==> src/rtl/whack_game_core.sv <==
// whack_game_core
// Round engine for the whack-a-LED games: takes decoded key hits and drives
// the target LEDs plus the time/score values shown on the 7-segment display.
//
// Ports
//   clk          system clock
//   rst          synchronous, active-high reset
//   start        one-cycle start pulse (starts a round from IDLE, restarts in PLAY)
//   cfg_time     round length in ticks, latched on start
//   cfg_goal     hits needed to win (0 behaves as 1), latched on start
//   cfg_seed     LFSR seed (0 behaves as 1), latched on start
//   cfg_penalty  1 = a miss costs one point, latched on start
//   hit_valid    one-cycle key press pulse
//   hit_idx      target index of the key press (may be out of range)
//   targets      target LED pattern
//   time_left    remaining ticks in the round
//   score        current score
//   state        0 = IDLE, 1 = PLAY, 2 = RESULT (debug/observability)
//   done         high throughout RESULT
//   win          round outcome, valid while done is high
//
// Handshake: start and hit_valid are single-cycle pulses with no ready;
// every pulse sampled high on a clock edge is acted on in that cycle.
module whack_game_core #(
  parameter int                N_TARGETS    = 16,
  parameter int                LFSR_W       = 16,
  parameter logic [LFSR_W-1:0] LFSR_TAPS    = 16'hB400,
  parameter int                TICK_DIV     = 100_000_000,
  parameter int                TIME_W       = 8,
  parameter int                SCORE_W      = 8,
  parameter int                RESULT_TICKS = 4
) (
  input  logic                         clk,
  input  logic                         rst,
  input  logic                         start,
  input  logic [TIME_W-1:0]            cfg_time,
  input  logic [SCORE_W-1:0]           cfg_goal,
  input  logic [LFSR_W-1:0]            cfg_seed,
  input  logic                         cfg_penalty,
  input  logic                         hit_valid,
  input  logic [$clog2(N_TARGETS):0]   hit_idx,
  output logic [N_TARGETS-1:0]         targets,
  output logic [TIME_W-1:0]            time_left,
  output logic [SCORE_W-1:0]           score,
  output logic [1:0]                   state,
  output logic                         done,
  output logic                         win
);

  localparam int CNT_W = (TICK_DIV > 1) ? $clog2(TICK_DIV) : 1;
  localparam int RT_W  = $clog2(RESULT_TICKS + 1);

  localparam logic [1:0] S_IDLE   = 2'd0;
  localparam logic [1:0] S_PLAY   = 2'd1;
  localparam logic [1:0] S_RESULT = 2'd2;

  logic [1:0]           state_q, state_d;
  logic [CNT_W-1:0]     cnt_q;
  logic [RT_W-1:0]      rcnt_q;
  logic [LFSR_W-1:0]    lfsr_q;
  logic [SCORE_W-1:0]   goal_q;
  logic                 penalty_q;

  logic                 tick;
  logic                 round_over;
  logic                 round_won;
  logic                 load_round;
  logic                 enter_result;
  logic                 result_last;
  logic [LFSR_W-1:0]    lfsr_next;
  logic [LFSR_W-1:0]    seed_eff;
  logic [SCORE_W-1:0]   goal_eff;
  logic [N_TARGETS-1:0] idx_mask;
  logic                 hit_lit;

  // One-hot of the pressed index; an out-of-range index shifts out to zero,
  // so it can never match a lit target.
  assign idx_mask = N_TARGETS'(1) << hit_idx;
  assign hit_lit  = hit_valid && (|(targets & idx_mask));

  assign tick = ((state_q == S_PLAY) || (state_q == S_RESULT)) &&
                (cnt_q == CNT_W'(TICK_DIV - 1));

  // End of round is judged on registered score/time only.
  assign round_won    = (score >= goal_q);
  assign round_over   = round_won || (time_left == '0);
  assign load_round   = start && ((state_q == S_IDLE) || (state_q == S_PLAY));
  assign enter_result = (state_q == S_PLAY) && !start && round_over;
  assign result_last  = tick && (rcnt_q == RT_W'(RESULT_TICKS - 1));

  // Galois step: shift right, fold the taps back in when bit 0 falls out.
  assign lfsr_next = {1'b0, lfsr_q[LFSR_W-1:1]} ^ (lfsr_q[0] ? LFSR_TAPS : '0);
  assign seed_eff  = (cfg_seed == '0) ? LFSR_W'(1) : cfg_seed;
  assign goal_eff  = (cfg_goal == '0) ? SCORE_W'(1) : cfg_goal;

  // ---------------------------------------------------------------------
  // FSM: state register
  always_ff @(posedge clk) begin
    if (rst) state_q <= S_IDLE;
    else     state_q <= state_d;
  end

  // FSM: next state
  always_comb begin
    state_d = state_q;
    case (state_q)
      S_IDLE:   if (start) state_d = S_PLAY;
      S_PLAY:   if (!start && round_over) state_d = S_RESULT;
      S_RESULT: if (result_last) state_d = S_IDLE;
      default:  state_d = S_IDLE;
    endcase
  end

  // FSM: outputs
  always_comb begin
    state = state_q;
    done  = (state_q == S_RESULT);
  end

  // ---------------------------------------------------------------------
  // Tick divider: free-running only in PLAY/RESULT, restarted on every
  // phase entry so each phase sees whole ticks.
  always_ff @(posedge clk) begin
    if (rst) begin
      cnt_q <= '0;
    end else if (load_round || enter_result ||
                 ((state_q != S_PLAY) && (state_q != S_RESULT))) begin
      cnt_q <= '0;
    end else if (tick) begin
      cnt_q <= '0;
    end else begin
      cnt_q <= cnt_q + CNT_W'(1);
    end
  end

  // Ticks spent in RESULT.
  always_ff @(posedge clk) begin
    if (rst || (state_q != S_RESULT)) rcnt_q <= '0;
    else if (tick)                    rcnt_q <= rcnt_q + RT_W'(1);
  end

  // ---------------------------------------------------------------------
  // Round datapath
  always_ff @(posedge clk) begin
    if (rst) begin
      targets   <= '0;
      time_left <= '0;
      score     <= '0;
      win       <= 1'b0;
      lfsr_q    <= '0;
      goal_q    <= '0;
      penalty_q <= 1'b0;
    end else begin
      case (state_q)
        S_IDLE, S_PLAY: begin
          if (start) begin
            score     <= '0;
            time_left <= cfg_time;
            lfsr_q    <= seed_eff;
            targets   <= seed_eff[N_TARGETS-1:0];
            goal_q    <= goal_eff;
            penalty_q <= cfg_penalty;
          end else if (state_q == S_IDLE) begin
            targets <= '0;
          end else begin
            if (hit_lit) begin
              if (score != '1) score <= score + SCORE_W'(1);
            end else if (hit_valid && penalty_q) begin
              if (score != '0) score <= score - SCORE_W'(1);
            end

            if (tick) begin
              lfsr_q <= lfsr_next;
              if (time_left != '0) time_left <= time_left - TIME_W'(1);
            end

            // Priority for the LED pattern: result flash, then the tick
            // reload (which swallows a same-cycle clear), then the clear.
            if (round_over) begin
              win     <= round_won;
              targets <= '1;
            end else if (tick) begin
              targets <= lfsr_next[N_TARGETS-1:0];
            end else if (hit_lit) begin
              targets <= targets & ~idx_mask;
            end
          end
        end
        S_RESULT: begin
          if (result_last) targets <= '0;
          else if (tick)   targets <= ~targets;
        end
        default: targets <= '0;
      endcase
    end
  end

endmodule
==> config.mk <==
export PLATFORM = sky130hd
export DESIGN_NAME = whack_game_core
export DESIGN_NICKNAME = d
export VERILOG_FILES = /design/src/rtl/whack_game_core.sv
export SDC_FILE = /design/constraint.sdc
export NUM_CORES = 1
export LEC_CHECK = 0
export ABC_AREA = 0
export BUFFER_PORTS_ARGS = -buffer_cell sky130_fd_sc_hd__buf_2
export CAP_MARGIN = 0
export CORE_UTILIZATION = 40
export DETAILED_ROUTE_END_ITERATION = 16
export GPL_ROUTABILITY_DRIVEN = 0
export SETUP_SLACK_MARGIN = 0.1
export SYNTH_ARGS = -nofsm -noshare
export SYNTH_HDL_FRONTEND = slang
export SYNTH_SLANG_ARGS = --single-unit
export TNS_END_PERCENT = 50
==> constraint.sdc <==
create_clock -name clk -period 9 [get_ports clk]
set_input_delay 1.8 -clock clk [delete_from_list [all_inputs] [get_ports clk]]
set_output_delay 1.8 -clock clk [all_outputs]
set_load 0.005 [all_outputs]
==> summary.md <==
| Metric | Value |
|---|---|
| Slew @ Worst Pin | `1260 ps` |
| Final setup TNS | `0 ps` |
| Crit path time final | `~5000 ps` |
| Syn nets | `around 770` |
| HPWL Detailed | `10900 um` |
| Data required time of the worst path | `9270 ps` |
| Worst Clk Skew | `a little over 9 ps` |
| Max-slew violation count | `0` |
| Worst Hold End | `goal_q[6]$_SDFFE_PP0P_` |
| Synth-to-Final Area Change | `15.2%` |
| I/O Buffers | `77` |
| Final worst path period share | `between 50% and 60%` |
| Total power | `around 1200 uW` |
| CTS tree | `yes` |
| Root buf cell | `clkbuf_16` |
| CTS Buf Count | `9` |
| # DRC | `0` |
| CP arrival | `around 5300 ps` |
| Reg2reg end | `targets[8]$_SDFFE_PP0P_` |
| Cell row count | `41` |
| Post-CTS sizing | `0` |
| Initial Utilization | `a little over two fifths` |
| Fmax | `201 MHz` |
| Vias | `about 5400` |
| # diodes | `0` |
| Setup ws final | `4020 ps` |
| Die Area | `0.0139 mm2` |
| Post-synthesis cell area | `0.00536 mm2` |
| TritonRoute pass-1 iters | `5` |
| Max_slew headroom | `approximately 15%` |
| Unrepaired setup endpoints after global routing | `false` |
| Most frequent cells in the layout | `nand2_1, dfxtp_1, nor2_1` |
| Seq cells post-synth | `90` |
| Gr ovfl total | `0` |
| Startpoint type of the worst setup path | `primary input` |
| Leakage power | `0.00232 uW` |
| Tot GR Track Use | `roughly 22%` |
| Setup CP Type | `primary input to flop` |
| Final setup violation count | `0` |
| Routed wire length | `about 15000 um` |
| Crit end category | `flop` |
| EDFF count, synth | `0` |
| H-tree depth | `3` |
| Remaining antenna violation count | `0` |
| Vias in the first global route | `between 5000 and 6000` |
| Min-Delay Path Class | `flop to flop` |
| Reg2reg path depth | `8` |
| Core ar. | `0.0128 mm2` |
| # nets final | `822` |
| P per Cell Area | `191 mW/mm2` |
| Largest net degree at the start of global routing | `54` |
| I/O Pins | `78` |
| Max-Cap Viols | `0` |
| VDD IR max | `roughly 0.12 mV` |
| Cells after synthesis | `700` |
| Share of cells above drive strength 1 | `between 10% and 20%` |
| Post-place setup slack | `about 3700 ps` |
| Global-route wire length before repair | `approximately 25000 um` |
| Commonest non-fill, non-tap cell in the layout | `nand2_1` |
| Fill cells | `between 1000 and 1500` |
| Ys flop type | `dfxtp_1` |
| Initial DRC count | `approximately 380` |
| Hold buffer count at CTS | `0` |
| Hold Crit Depth | `2` |
| Synthesis Warnings | `0` |
| Reg-to-reg slack, setup | `between 5000 and 6000 ps` |
| Status | `complete, no violations` |
| Async set-or-reset flop fraction in the synthesized netlist | `0%` |
| Clock Tree Buf Depth | `2` |
| Vias/cell | `between 5 and 6` |
| Postcts setup bufs | `0` |
| DR WL/cell | `16.5 um` |
| Reg2reg start | `score[6]$_SDFFE_PP0P_` |
| Hold_sp | `goal_q[6]$_SDFFE_PP0P_` |
| Crit path max fanout | `16` |
| Final Hold Fails | `0` |
| Sink Count | `90` |
| Number of distinct library cells after synthesis | `62` |
| Initial antenna violation count | `0` |
| Post-synthesis average cell area | `roughly 7.7 um2` |
| Die W | `roughly 120 um` |
| Worst-skew pair later-pin latency | `roughly 350 ps` |
| Reg clk slew, reported paths | `approximately 60 ps` |
| DIE HEIGHT | `118 um` |
| Sequential share of the synthesized area | `between 30% and 40%` |
## flip-flops by register name, summed over array words and instances (netlist names)
register / count
cnt_q: 27
score: 8
penalty_q: 1
lfsr_q: 16
goal_q: 8
state: 2
targets: 16
win: 1
time_left: 8
rcnt_q: 3
## layout make-up
class / instances / area [um2] / area share, %
Clock inverter: 6 / 115 / 1.86
Clock buffer: 10 / 229 / 3.71
Tap cell: 172 / 215 / 3.48
Inverter: 30 / 113 / 1.82
Timing Repair Buffer: 81 / 415 / 6.72
Multi-Input combinational cell: 543 / 3290 / 53.2
Sequential cell: 90 / 1800 / 29.2
## where the power goes
group | internal (uW) | switching [uW] | total, uW
clock network | 273 | 170 | 443
registers | 427 | 33.7 | 461
logic | 108 | 170 | 278
## critical path, cell delays in order
cell     delay [ps]
buf_2           240
mux2_2          380
a32oi_1         250
nand3_2         140
o21ai_2         480
inv_1           140
fa_1            420
nor2b_1         160
o21ai_0         130
a21oi_1         210
o21ai_0         130
nor3b_1         150
or4_1           490
a21oi_1         130
## logic make-up after synthesis
group | share of synthesized area [%]
flops | 33.6
simple gates | 27.0
buf+inv | 5.18
xor+xnor | 5.23
mux | 2.15
compound gates | 20.9
fa+ha+maj | 5.97
## stage by stage
stage               util [%]  area, um2  instances  hold WS (ps)
floorplan                  -       5360        700           430
global placement        45.5       5830        916           445
detailed placement      45.5       5830        916           449
CTS                     48.2       6180        932           458
global route            48.2       6180        932           476
finish                  48.2       6180        932           457
## cell usage after synthesis, drive strengths merged, types with 6 or more instances
cell / n / share of area, %
a21oi: 57 / 5.3
a311oi: 14 / 2.3
a31oi: 7 / 0.82
and3: 6 / 0.70
buf: 15 / 1.5
clkbuf: 22 / 1.5
dfxtp: 90 / 34
ha: 24 / 5.6
inv: 29 / 2.0
mux2i: 7 / 1.3
nand2: 106 / 7.4
nand3: 30 / 3.0
nand4: 20 / 2.3
nor2: 78 / 5.5
nor3: 13 / 1.3
nor3b: 6 / 0.84
nor4: 10 / 1.2
o211ai: 11 / 1.6
o21ai: 37 / 3.5
o2bb2ai: 18 / 2.9
or2: 7 / 0.82
xnor2: 18 / 2.9
xor2: 14 / 2.3
## how the worst max path moves through the flow
stage	slack (ps)	start	endpoint	cells after the start
2_1_floorplan	4460	hit_idx[1]	score[7]$_SDFFE_PP0P_	12
5_1_grt	3810	hit_idx[1]	score[7]$_SDFFE_PP0P_	13
3_3_place_gp	3870	hit_idx[1]	score[7]$_SDFFE_PP0P_	13
3_5_place_dp	3720	hit_idx[1]	score[6]$_SDFFE_PP0P_	14
6_report	4020	hit_idx[1]	score[6]$_SDFFE_PP0P_	14
4_1_cts	4070	hit_idx[1]	score[6]$_SDFFE_PP0P_	14
## routing by layer
| metal | vias up | share of wire (%) | global-route usage, % |
|---|---|---|---|
| met1 | 2557 | 45 | 27.8 |
| met5 | - | 0 | 0 |
| met3 | 34 | 4.3 | 4.26 |
| met4 | 0 | 2.5 | 10.3 |
| li1 | 2606 | - | - |
| met2 | 159 | 48 | 37.5 |
Note: power is estimated with default switching activity, not from simulation.
